==> src/rtl/upuart_pkg.sv <==
// ---------------------------------------------------------------------------
// upuart_pkg
// Shared constants and types for the UART subsystem.
//   UPUART_FIFO_WIDTH     : default byte width of the TX/RX data paths
//   UPUART_TX_ARB_TMO_DEF : default idle timeout of the TX write-port arbiter
//   upuart_arb_state_e    : arbiter state encoding (IDLE / OWN)
// ---------------------------------------------------------------------------
package upuart_pkg;

  localparam int UPUART_FIFO_WIDTH     = 8;
  localparam int UPUART_TX_ARB_TMO_DEF = 1024;

  typedef enum logic {
    UPUART_ARB_IDLE = 1'b0,
    UPUART_ARB_OWN  = 1'b1
  } upuart_arb_state_e;

endpackage : upuart_pkg

==> src/rtl/upuart_rr_pick.sv <==
// ---------------------------------------------------------------------------
// upuart_rr_pick
// Combinational rotate-priority picker. Returns the first set bit of req,
// searching upward from ptr with wrap-around, as a one-hot vector (zero when
// no request is set). Shared by the TX arbiter and the RX-side demux.
// Ports:
//   req : request vector, one bit per requester
//   ptr : index where the search starts (must be < NREQ)
//   gnt : one-hot winner, or all zeros
// ---------------------------------------------------------------------------
module upuart_rr_pick #(
  parameter  int NREQ = 4,
  localparam int PW   = (NREQ > 1) ? $clog2(NREQ) : 1
) (
  input  logic [NREQ-1:0] req,
  input  logic [PW-1:0]   ptr,
  output logic [NREQ-1:0] gnt
);

  logic found;

  // For every search offset exactly one position k matches, so the inner
  // index stays a constant after unrolling and the first hit wins.
  always_comb begin
    // NOTE: every variable written here gets a default first, so no path
    // leaves it unassigned and no latch is inferred.
    gnt   = '0;
    found = 1'b0;
    for (int off = 0; off < NREQ; off++) begin
      for (int k = 0; k < NREQ; k++) begin
        if (!found && req[k] && (k == (int'(ptr) + off) % NREQ)) begin
          gnt[k] = 1'b1;
          found  = 1'b1;
        end
      end
    end
  end

endmodule : upuart_rr_pick

==> src/rtl/upuart_tx_arb.sv <==
// ---------------------------------------------------------------------------
// upuart_tx_arb
// Message-granular round-robin arbiter sharing the TX FIFO write port between
// NREQ byte-stream requesters. A granted requester owns the port until it
// writes a byte flagged last, or until it has been idle for TIMEOUT cycles,
// so messages never interleave. One idle (arbitration) cycle between owners.
//
// Optional feature (macro UPUART_TX_ARB_PRIO0_EN): requester 0 wins every
// arbitration it takes part in, and its release leaves the round-robin
// pointer untouched. It never pre-empts an owned message.
//
// Ports:
//   clk, nrst  : clock, asynchronous active-low reset
//   i_req      : per-requester byte valid
//   i_data     : per-requester byte, requester k at [k*FIFO_WIDTH +: FIFO_WIDTH]
//   i_last     : byte is the last of its message
//   o_ack      : byte accepted this cycle (one-hot or zero)
//   o_grant    : registered one-hot owner
//   o_busy     : grant held
//   o_tmo      : one-cycle pulse when a grant is revoked by timeout
//   fifo_full  : TX FIFO full
//   fifo_data  : byte to the TX FIFO
//   fifo_wr    : TX FIFO write strobe
// ---------------------------------------------------------------------------
module upuart_tx_arb
  import upuart_pkg::*;
#(
  parameter int NREQ       = 4,
  parameter int FIFO_WIDTH = UPUART_FIFO_WIDTH,
  parameter int TMO_WIDTH  = 16,
  parameter int TIMEOUT    = UPUART_TX_ARB_TMO_DEF
) (
  input  logic                       clk,
  input  logic                       nrst,
  input  logic [NREQ-1:0]            i_req,
  input  logic [NREQ*FIFO_WIDTH-1:0] i_data,
  input  logic [NREQ-1:0]            i_last,
  output logic [NREQ-1:0]            o_ack,
  output logic [NREQ-1:0]            o_grant,
  output logic                       o_busy,
  output logic                       o_tmo,
  input  logic                       fifo_full,
  output logic [FIFO_WIDTH-1:0]      fifo_data,
  output logic                       fifo_wr
);

  localparam int PW = (NREQ > 1) ? $clog2(NREQ) : 1;

  upuart_arb_state_e     state_q, state_d;
  logic [NREQ-1:0]       grant_d, rr_gnt, pick;
  logic [PW-1:0]         owner_q, owner_d, ptr_q, ptr_d, pick_idx, ptr_rel;
  logic                  req_g, last_g, own, rel_last, tmo_fire;
  logic [FIFO_WIDTH-1:0] data_g;

  upuart_rr_pick #(.NREQ(NREQ)) u_pick (
    .req (i_req),
    .ptr (ptr_q),
    .gnt (rr_gnt)
  );

`ifdef UPUART_TX_ARB_PRIO0_EN
  assign pick = i_req[0] ? {{(NREQ-1){1'b0}}, 1'b1} : rr_gnt;
`else
  assign pick = rr_gnt;
`endif

  // One-hot to index for the new owner, and the owner's request/last/byte.
  always_comb begin
    pick_idx = '0;
    req_g    = 1'b0;
    last_g   = 1'b0;
    data_g   = '0;
    for (int k = 0; k < NREQ; k++) begin
      if (pick[k]) pick_idx = PW'(k);
      if (owner_q == PW'(k)) begin
        req_g  = i_req[k];
        last_g = i_last[k];
        data_g = i_data[k*FIFO_WIDTH +: FIFO_WIDTH];
      end
    end
  end

  assign own       = (state_q == UPUART_ARB_OWN);
  assign o_busy    = own;
  assign fifo_wr   = own & req_g & ~fifo_full;
  assign fifo_data = own ? data_g : '0;
  assign o_ack     = {NREQ{fifo_wr}} & o_grant;
  assign rel_last  = fifo_wr & last_g;

  // Pointer after a release: one past the owner, wrapping at NREQ.
  always_comb begin
    ptr_rel = (owner_q == PW'(NREQ-1)) ? '0 : owner_q + 1'b1;
`ifdef UPUART_TX_ARB_PRIO0_EN
    if (owner_q == '0) ptr_rel = ptr_q;
`endif
  end

  // Idle counter: cleared outside OWN and on every write, frozen while the
  // FIFO is full (backpressure is not idleness), saturating at TIMEOUT-1.
  if (TIMEOUT > 0) begin : g_tmo
    localparam logic [TMO_WIDTH-1:0] TMO_LAST = TMO_WIDTH'(TIMEOUT - 1);
    logic [TMO_WIDTH-1:0] cnt_q;

    always_ff @(posedge clk or negedge nrst) begin
      if (!nrst)                                 cnt_q <= '0;
      else if (!own || fifo_wr)                  cnt_q <= '0;
      else if (!fifo_full && cnt_q != TMO_LAST)  cnt_q <= cnt_q + 1'b1;
    end

    assign tmo_fire = own & ~req_g & ~fifo_full & (cnt_q == TMO_LAST);
  end else begin : g_no_tmo
    assign tmo_fire = 1'b0;
  end

  always_comb begin
    state_d = state_q;
    grant_d = o_grant;
    owner_d = owner_q;
    ptr_d   = ptr_q;
    case (state_q)
      UPUART_ARB_IDLE: begin
        if (|i_req) begin
          state_d = UPUART_ARB_OWN;
          grant_d = pick;
          owner_d = pick_idx;
        end
      end
      UPUART_ARB_OWN: begin
        if (rel_last || tmo_fire) begin
          state_d = UPUART_ARB_IDLE;
          grant_d = '0;
          ptr_d   = ptr_rel;
        end
      end
    endcase
  end

  // NOTE: state registers use non-blocking assignments so every flop samples
  // the pre-edge values, independent of the order the blocks are evaluated.
  always_ff @(posedge clk or negedge nrst) begin
    if (!nrst) begin
      state_q <= UPUART_ARB_IDLE;
      o_grant <= '0;
      owner_q <= '0;
      ptr_q   <= '0;
      o_tmo   <= 1'b0;
    end else begin
      state_q <= state_d;
      o_grant <= grant_d;
      owner_q <= owner_d;
      ptr_q   <= ptr_d;
      o_tmo   <= tmo_fire;
    end
  end

endmodule : upuart_tx_arb
==> config.mk <==
export PLATFORM = sky130hd
export DESIGN_NAME = upuart_tx_arb
export DESIGN_NICKNAME = d
export VERILOG_FILES = /design/src/rtl/upuart_pkg.sv /design/src/rtl/upuart_rr_pick.sv /design/src/rtl/upuart_tx_arb.sv
export SDC_FILE = /design/constraint.sdc
export NUM_CORES = 1
export LEC_CHECK = 0
export CAP_MARGIN = 40
export CELL_PAD_IN_SITES_DETAIL_PLACEMENT = 1
export CELL_PAD_IN_SITES_GLOBAL_PLACEMENT = 1
export CORE_ASPECT_RATIO = 2
export CORE_UTILIZATION = 34
export CTS_BUF_LIST = sky130_fd_sc_hd__clkbuf_2
export CTS_CLUSTER_DIAMETER = 40
export DETAILED_ROUTE_END_ITERATION = 8
export PLACE_DENSITY = 0.92
export SLEW_MARGIN = 20
export SYNTH_ARGS = -nofsm -noshare
export SYNTH_HDL_FRONTEND = slang
export SYNTH_HIERARCHICAL = 1
export SYNTH_SLANG_ARGS = --single-unit
==> constraint.sdc <==
create_clock -name clk -period 3.1 [get_ports clk]
set_input_delay 0.62 -clock clk [delete_from_list [all_inputs] [get_ports clk]]
set_output_delay 0.62 -clock clk [all_outputs]
set_load 0.02 [all_outputs]
### Yosys cells after proc, flatten, opt, wreduce, memory -nomap -nowiden

Cells that the tools add are included.

* add/subtract/negate cells: 5
* eq/ne operators: 19
* multiplexer cells: 55
* bitwise operators: 13
* reductions and logical operators: 64

Operators by type and width (number)
* $logic_not A32 Y1: 4
* $mux W1: 41
* $mux W8: 5
* $logic_and A1 B1 Y1: 32
* $mux W16: 2
* $eq A3 B3 Y1 const A: 6
* $logic_not A1 Y1: 17
* $add A16 B1 Y16 const B: 1
* $eq A16 B10 Y1 const B: 1
* $ne A16 B10 Y1 const B: 1
* $eq A2 B3 Y1 const A: 3
* $mux W4: 2
* $pmux W4 S2: 1
* $and A1 B1 Y1: 6
* $mux W2: 3
* $reduce_and A2 Y1: 3
* $reduce_or A2 Y1: 3
* $add A2 B1 Y2 const B: 2
* $add A2 B2 Y2 const B: 2
* $and A4 B4 Y4: 1
* $eq A2 B2 Y1 const A: 2
* $eq A2 B2 Y1 const B: 2
* $reduce_or A4 Y1: 1
* $and A1 B1 Y1 const A: 3
* other kinds (9): 12

* bits in registers: 26
* logic and storage cells: 162

### Depth between registers and ports, before layout

Gate-level depths: netlist of run 1.

* depth in word-level cells: 65
* depth in mapped cells: 9

### By module

Netlist of run 1, hierarchy kept.

Modules (own cells, without submodules)
* upuart_tx_arb: times used 1, cells an instance 193, area each 1706.6 µm²
* upuart_rr_pick: times used 1, cells an instance 17, area each 102.6 µm²

### Least setup slack after synthesis of run 1

No wires, ideal clock.

* path kind: register -> output
* from: register owner_q[0]
* to: output port o_ack[0]
* arrival: 1.897 ns
* required time: 2.480 ns
* slack: 0.583 ns
* cell stages (with the launch flop): 9
* buffers on the path: 2
* cell sequence: dfrtp_1 > inv_1 > ha_1 > buf_2 > nor3b_1 > a311oi_2 > and3_1 > buf_2 > and2_1

* cells in the longest elaborated chain, start to end: 8
* elaborated cells between the ends (all ways): 11
* classes of those cells: eq/ne: 3; mux: 4; bitwise: 3; reduce/logical: 1

Ends and longest elaborated chain
* from (decl): RTL line upuart_tx_arb.sv:51 `logic [PW-1:0] owner_q, owner_d, ptr_q, ptr_d, pick_idx, ptr_rel;`
* from (signal assigned): RTL line upuart_tx_arb.sv:150 `owner_q <= owner_d;`
* $logic_not A2 Y1: RTL line upuart_tx_arb.sv:75 `if (owner_q == PW'(k)) begin`
* $mux W1 (3 in a row): RTL line upuart_tx_arb.sv:75
* $mux W1 *: RTL line upuart_tx_arb.sv:75
* $and A1 B1 Y1 * (2 in a row): RTL line upuart_tx_arb.sv:85 `assign fifo_wr = own & req_g & ~fifo_full;`
* via fifo_wr: RTL line upuart_tx_arb.sv:44 `output logic fifo_wr`
* $and A4 B4 Y4 *: RTL line upuart_tx_arb.sv:87 `assign o_ack = {NREQ{fifo_wr}} & o_grant;`
* to (decl): RTL line upuart_tx_arb.sv:38 `output logic [NREQ-1:0] o_ack,`

The timed path passes the listed nets; every way through them passes the cells marked *.

### Final worst setup path of run 1

* from: register owner_q[1]
* to: output port o_ack[1]

* cells in the longest elaborated chain, start to end: 8
* elaborated cells between the ends (all ways): 11
* classes of those cells: eq/ne: 3; mux: 4; bitwise: 3; reduce/logical: 1

Ends and longest elaborated chain (RTL line)
* $logic_not A2 Y1: upuart_tx_arb.sv:75
* $mux W1 (3 in a row): upuart_tx_arb.sv:75
* $mux W1 *: upuart_tx_arb.sv:75
* $and A1 B1 Y1 * (2 in a row): upuart_tx_arb.sv:85
* $and A4 B4 Y4 *: upuart_tx_arb.sv:87

Every way passes the cells marked *; elsewhere a longest branch is shown, timed or not.

==> summary.md, run 1 <==
| Metric | Value |
|---|---|
| # fillers | 608 |
| Antenna Cells | 0 |
| Synthesis-to-finish area growth | 42.5% |
| Pin count of the biggest net entering global routing | 27 |
| Main combinational cell family by area after synthesis | simple AND/OR/NAND/NOR gates |
| Adder-cell share of the synthesized area | 3.46% |
| DR pass1 iterations | 4 |
| Gr usage total | 22.8% |
| Grt total ovfl | 0 |
| Final Max Tran Viols | 0 |
| Crit Path Category | flip-flop to output port |
| Dominant cells by area after synthesis | dfrtp_1 36%, nor2_1 6.2%, nor3_1 4.7% |
| Seq. cell area | 652 um^2 |
| Hold/Removal Path Class | input pin to asynchronous set/reset pin |
| # clock sinks | 26 |
| Synth Area in Simple Gates | a little under a third |
| Async set-or-reset flop fraction in the synthesized netlist | 100% |
| DRC Markers | 0 |
| Outcome | completed |
| Cell count after synthesis | 210 |
| CTS Hold Bufs | 0 |
| GPL Wtd Cong | 0.764 |
| Cell leakage power | 1.12 nW |
| Number of synthesized flops with an enable pin | 0 |
| Ys Warns | 6 |
| Pwr Density | 773 nW/um^2 |
| Area share of the largest cell type after synthesis | 36.0% |
| Most frequent cell after synthesis | nor2_1 |
| Nets | 328 |
| Initial antenna violation count | 0 |
| Max_slew headroom | between 60% and 70% |
| Clk buf depth | 2 |
| Syn_nets | approximately 260 |
| Global-route wire length before repair | 9.41 mm |
| WP data required | 2.48 ns |
| Num CTS Buffers | 3 |
| Overall Power | 1.99 mW |
| Slack of the critical path | 0.161 ns |
| Synth Area in XOR/XNOR | 5.33% |
| # rows | 37 |
| Die ar. | 5630 um^2 |
| Post-synthesis sequential area ratio | a little over a third |
| Wire per inst | 16.8 um |
| Fmax | 340 MHz |
| Clock tree skew after final layout | about 0.017 ns |
| DIE HEIGHT | 105 um |
| Mapped Area | between 1500 and 2000 um^2 |
| Synth top cells by count | 30 x nor2_1, 26 x dfrtp_1, 17 x nor3_1, 15 x nand2_1, 14 x a21oi_1 |
| Cell taking the most area after synthesis | dfrtp_1 |
| Worst-margin pin slew | 0.538 ns |
| Clk Latency, worst-skew pair | 0.38 ns |
| Max rail drop VDD | roughly 0.47 mV |
| CP max stage delay | 0.44 ns |
| Pre-CTS setup slack | -0.113 ns |
| Commonest register cell after synthesis | dfrtp_1 |
| I/O Buffers | 61 |
| Clock transition at path regs | between 0.2 and 0.3 ns |
| TritonCTS clock tree | done |
| Final WL | 5.66 mm |
| Post-Syn Area per Cell | approximately 8.6 um^2 |
| Antenna viol nets, final | 0 |
| Synthesized flop and latch total | 26 |
| Vias post-DR | roughly 1900 |
| Compound-Gate Fraction of Synth Area | between 15 and 20% |
| Via density | 5.53 |
| Clock root buffer | clkbuf_2 |
| Cell count after placement | ~330 |
| Maximum fanout along the worst path | 4 |
| Number of global-route vias before repair | between 2000 and 2500 |
| Final Cycle Share | about 95% |
| Final count of negative-setup-slack endpoints | 0 |
| Starting Density | 35.2% |
| Distinct cells, synth | 49 |
| Core area | 5140 um^2 |
| H-Tree Level Count | 1 |
| Worst Path Arrival | 2.32 ns |
| Cell Count, Final, Fillers Out | 337 |
| Most frequent CP cell | buf_4 |
| CP cell instances | buf_4 > ha_1 > nor2b_1 > a311oi_2 > and3_1 > buf_4 > and2_1 > clkbuf_2 |
| Critical Path Start Type | flip-flop |
| Final Hold Fails | 0 |
| Share of post-route cells with drive strength above 1 | 16.8% |
| Critical path's slowest cell | dfrtp_1 |
| Initial DRC Count | 14 |
| Detailed Place HPWL | 4.65 mm |
| Worst setup EP type | output port |
| Minimum clock period | 2.94 ns |
| Post-synthesis mux area share | under 10% |
| Max_cap viols | 0 |
| Area of the multi-input gates | approximately 1100 um^2 |
| IO Pins | 62 |
| Chip width | 53.6 um |
-- timing repair --
action,CTS,global route
setup buffers,1,0
pin swaps,0,2
gates resized for setup,22,27
gates cloned,0,0
setup endpoints to repair,13,13
-- state kept, by name (all words and copies together), names as in the netlist --
register     cells
o_tmo            1
o_busy           1
o_grant          4
ptr_q            2
g_tmo.cnt_q     16
owner_q          2
-- through the flow --
stage,hold WS (ns),setup TNS [ns],util (%),area (um^2)
6_report,0.570,0,50.2,2580
5_1_grt,0.581,-0.00586,50.2,2580
4_1_cts,0.562,-0.0241,50.6,2600
3_5_place_dp,0.541,-0.394,49.5,2540
3_3_place_gp,0.521,-0.359,49.5,2540
2_1_floorplan,0.324,0,-,1810
-- path summary, 6_finish.rpt --
check,start,endpoint,slack (ns),cells after the start
min,nrst,o_busy$_DFF_PN0_,0.57,2
min in group clk,o_grant[0]$_DFFE_PN0P_,o_grant[0]$_DFFE_PN0P_,0.59,2
max in group asynchronous,nrst,owner_q[0]$_DFFE_PN0P_,2.26,2
max,owner_q[1]$_DFFE_PN0P_,o_ack[1],0.16,8
max reg2reg,g_tmo.cnt_q[0]$_DFFE_PN0P_,ptr_q[1]$_DFFE_PN0P_,0.79,6
min reg2reg,o_grant[0]$_DFFE_PN0P_,o_grant[0]$_DFFE_PN0P_,0.59,2
-- layer usage --
| metal | up-vias | wire [um] | part of all wire, % | global-route usage (%) |
|---|---|---|---|---|
| li1 | 889 | - | - | - |
| met1 | 888 | 1790 | 32 | 18.9 |
| met2 | 69 | 3450 | 61 | 46.5 |
| met3 | 19 | 174 | 3.1 | 2.47 |
| met4 | 0 | 242 | 4.3 | 11.1 |
| met5 | - | 0 | 0 | 0 |
-- cell families after synthesis --
| family | count (synthesis) |
|---|---|
| mux | 4 |
| fa+ha+maj | 5 |
| compound gates | 45 |
| flops | 26 |
| buf+inv | 17 |
| simple gates | 102 |
| xor+xnor | 11 |
-- layout by cell type, fill, tap and decap left out, types with 2 or more instances in the layout --
| master | count |
|---|---|
| nand3b_1 | 2 |
| a221oi_2 | 5 |
| o31a_1 | 2 |
| and2_1 | 4 |
| nand4_1 | 2 |
| buf_2 | 2 |
| dfrtp_1 | 25 |
| ha_1 | 3 |
| nor3_1 | 17 |
| a221oi_1 | 3 |
| mux2i_1 | 2 |
| and4_1 | 2 |
| clkdlybuf4s50_1 | 48 |
| inv_1 | 6 |
| a21oi_1 | 14 |
| xnor2_1 | 5 |
| nand2_1 | 15 |
| and3_1 | 4 |
| ha_2 | 2 |
| buf_4 | 14 |
| nor2b_1 | 10 |
| nor2_1 | 30 |
| xor2_1 | 6 |
| clkbuf_2 | 13 |
| nand3_1 | 5 |
| o21ai_0 | 8 |
-- final cells by class --
cell class	instances	share of cell area (%)
repair buffers	76	25.9
inverters	6	0.874
flip-flops and latches	26	25.3
clock inverters	1	1.17
clock buffers	3	0.583
well taps	58	2.82
multi-input cells	167	43.4
-- where the power goes --
part / total [mW] / switching, mW / internal [mW]
logic: 1.29 / 0.750 / 0.536
clock network: 0.219 / 0.108 / 0.111
registers: 0.487 / 0.0809 / 0.406
total: 1.99 / 0.939 / 1.05
-- critical path: cells and delay by family, from the launching register on --
| family | cells | cell delay (ns) |
|---|---|---|
| buffers and inverters | 3 | 0.43 |
| AOI/OAI and AO/OA | 1 | 0.33 |
| DFF | 1 | 0.44 |
| adders and majority gates | 1 | 0.21 |
| and+or+nand+nor | 3 | 0.54 |
No activity file was read; power rests on OpenSTA's default activity.
==> inputs of run 2 (changes only) <==
Settings changed: PLACE_DENSITY 0.92 to default, PLACE_DENSITY_LB_ADDON from default to 0.1.
Clock period 3.1 ns to 3 ns, I/O delays scaled along.
==> summary.md, run 2 (synthesis gave the netlist of run 1 again) <==
| Metric | Value |
|---|---|
| Final Max Tran Viols | 0 |
| Hold/Removal Path Class | input pin to asynchronous set/reset pin |
| Max rail drop VDD | approximately 0.34 mV |
| Clk Latency, worst-skew pair | 0.36 ns |
| Vias post-DR | 1842 |
| Die ar. | 5630 um^2 |
| Cell leakage power | around 1.1 nW |
| Overall Power | 2.06 mW |
| Final WL | roughly 5.6 mm |
| Global-route wire length before repair | 9.14 mm |
| DRC Markers | 0 |
| Biggest register | g_tmo.cnt_q |
| Most frequent cells in the layout | 48 x clkdlybuf4s50_1, 30 x nor2_1, 26 x dfrtp_1 |
| CP Depth | 6 |
| Final Cycle Share | between 90 and 100% |
| Worst-margin pin slew | ~0.55 ns |
| Wire per inst | 16.5 um |
| Critical Path Start Type | flip-flop |
| Final Hold Fails | 0 |
| Clock tree skew after final layout | around 0.0083 ns |
| Grt total ovfl | 0 |
| H-Tree Level Count | 1 |
| Pwr Density | 794 nW/um^2 |
| WP buf/inv | 2 |
| CP top delay family | buffers and inverters |
| Clk pwr share | 11.0% |
| Critical R2R Launch | g_tmo.cnt_q[0]$_DFFE_PN0P_ |
| Int Power | 1.12 mW |
| Detailed Place HPWL | around 4.6 mm |
| CTS Hold Bufs | 0 |
| Number of global-route vias before repair | 1977 |
| Outcome | completed |
| I/O Buffers | 61 |
| CP cell instances | buf_4 > ha_1 > nor2b_1 > a311oi_2 > and3_4 > dlygate4sd2_1 |
| Initial antenna violation count | 1 |
| DR pass1 iterations | 2 |
| Top Registers | g_tmo.cnt_q x16, o_grant x4 |
| IO Pins | 62 |
| Worst Reg-to-Reg Cells | 6 |
| Fmax | 351 MHz |
| Pin count of the biggest net entering global routing | 27 |
| # clock sinks | 26 |
| Synthesis-to-finish area growth | 43.4% |
| Share of post-route cells with drive strength above 1 | 13.3% |
| TritonCTS clock tree | done |
| Worst setup EP type | output port |
| WP data required | 2.40 ns |
| Final core occ | 50.5% |
| Max reg flops | 16 |
| Antenna viol nets, final | 0 |
| CP max stage delay | 0.48 ns |
| DIE HEIGHT | 105 um |
| Nets | 328 |
| Via density | 5.45 |
| Num CTS Buffers | 3 |
| Worst Path Arrival | 2.25 ns |
| Clock transition at path regs | around 0.26 ns |
| Gr usage total | 21.5% |
| Minimum clock period | 2.85 ns |
| GPL Wtd Cong | 0.810 |
| # rows | 37 |
| Starting Density | 35.2% |
| Clock root buffer | clkbuf_2 |
| Initial DRC Count | 18 |
| Clk buf depth | 2 |
| Critical path's slowest cell | dfrtp_1 |
| Chip width | 53.6 um |
| Combinational Power Share | 64.6% |
| RSZ-0062 raised after global routing | true |
| Critical path launch point | owner_q[0]$_DFFE_PN0P_ |
| Core area | ~5000 um^2 |
| Max_slew headroom | 63.5% |
| Switching Power | 941 uW |
| Crit Path Category | flip-flop to output port |
| Maximum fanout along the worst path | 6 |
| Final count of negative-setup-slack endpoints | 0 |
| Post-route setup TNS | 0 ns |
| Most common cell after layout, fill and taps aside | clkdlybuf4s50_1 |
| Switching part of the total power | a little under half |
| Max_cap viols | 0 |
| Flop pwr share | around a quarter |
==> run 2: path summary, 6_finish.rpt <==
check	to	slack [ns]
setup / recovery	fifo_wr	0.15
setup reg to reg	ptr_q[1]$_DFFE_PN0P_	0.73
min in group clk	o_grant[1]$_DFFE_PN0P_	0.57
max in group asynchronous	g_tmo.cnt_q[5]$_DFFE_PN0P_	2.19
hold / removal	g_tmo.cnt_q[11]$_DFFE_PN0P_	0.55
hold reg to reg	o_grant[1]$_DFFE_PN0P_	0.57
==> run 2: routing by layer <==
layer	part of all wire, %	GRT usage [%]	routed length [um]	up-vias
li1	-	-	-	893
met3	1.3	1.31	70	10
met5	0	0	0	-
met2	58	41.5	3240	29
met4	3.1	9.02	171	0
met1	37	21.5	2090	910
==> run 2: power by group through the flow <==
stage / Clock [mW] / Sequential, mW / Combinational (mW)
after floorplan: 0 / 0.513 / 0.797
after global placement: 0 / 0.509 / 1.37
after detailed placement: 0 / 0.512 / 1.38
after CTS: 0.235 / 0.505 / 1.32
after global routing: 0.247 / 0.516 / 1.46
final: 0.227 / 0.503 / 1.33
==> run 2: final cells by class <==
| cell class | instances | area [um^2] |
|---|---|---|
| Fill cell | 620 | 2540 |
| Antenna cell | 1 | 2.50 |
| Tap cell | 58 | 72.6 |
| Sequential cell | 26 | 651 |
| Clock inverter | 1 | 30.0 |
| Clock buffer | 3 | 15.0 |
| Timing Repair Buffer | 76 | 692 |
| Multi-Input combinational cell | 167 | 1110 |
| Inverter | 6 | 22.5 |
==> run 2: stage by stage <==
step | area, um^2 | instances | hold slack (ns) | worst slack, ns
after detailed placement | 2540 | 331 | 0.544 | -0.116
after CTS | 2580 | 336 | 0.545 | 0.0279
after global routing | 2590 | 338 | 0.550 | -0.0114
final | 2590 | 338 | 0.554 | 0.153
after floorplan | 1810 | 210 | 0.304 | 0.503
after global placement | 2540 | 331 | 0.531 | -0.0668
==> run 2: worst register-to-register path, cell delays in order (launching register included) <==
cell and delay, ns:
dfrtp_1 0.46, ha_1 0.23, nor4bb_1 0.29, and4bb_1 0.42
nor4b_4 0.32, a21o_4 0.17, mux2_1 0.32
==> run 2: timing repair <==
| action | in CTS | in global routing |
|---|---|---|
| buffers inserted | 1 | 1 |
| endpoints found under the setup margin | 13 | 8 |
| gates resized for setup | 17 | 16 |
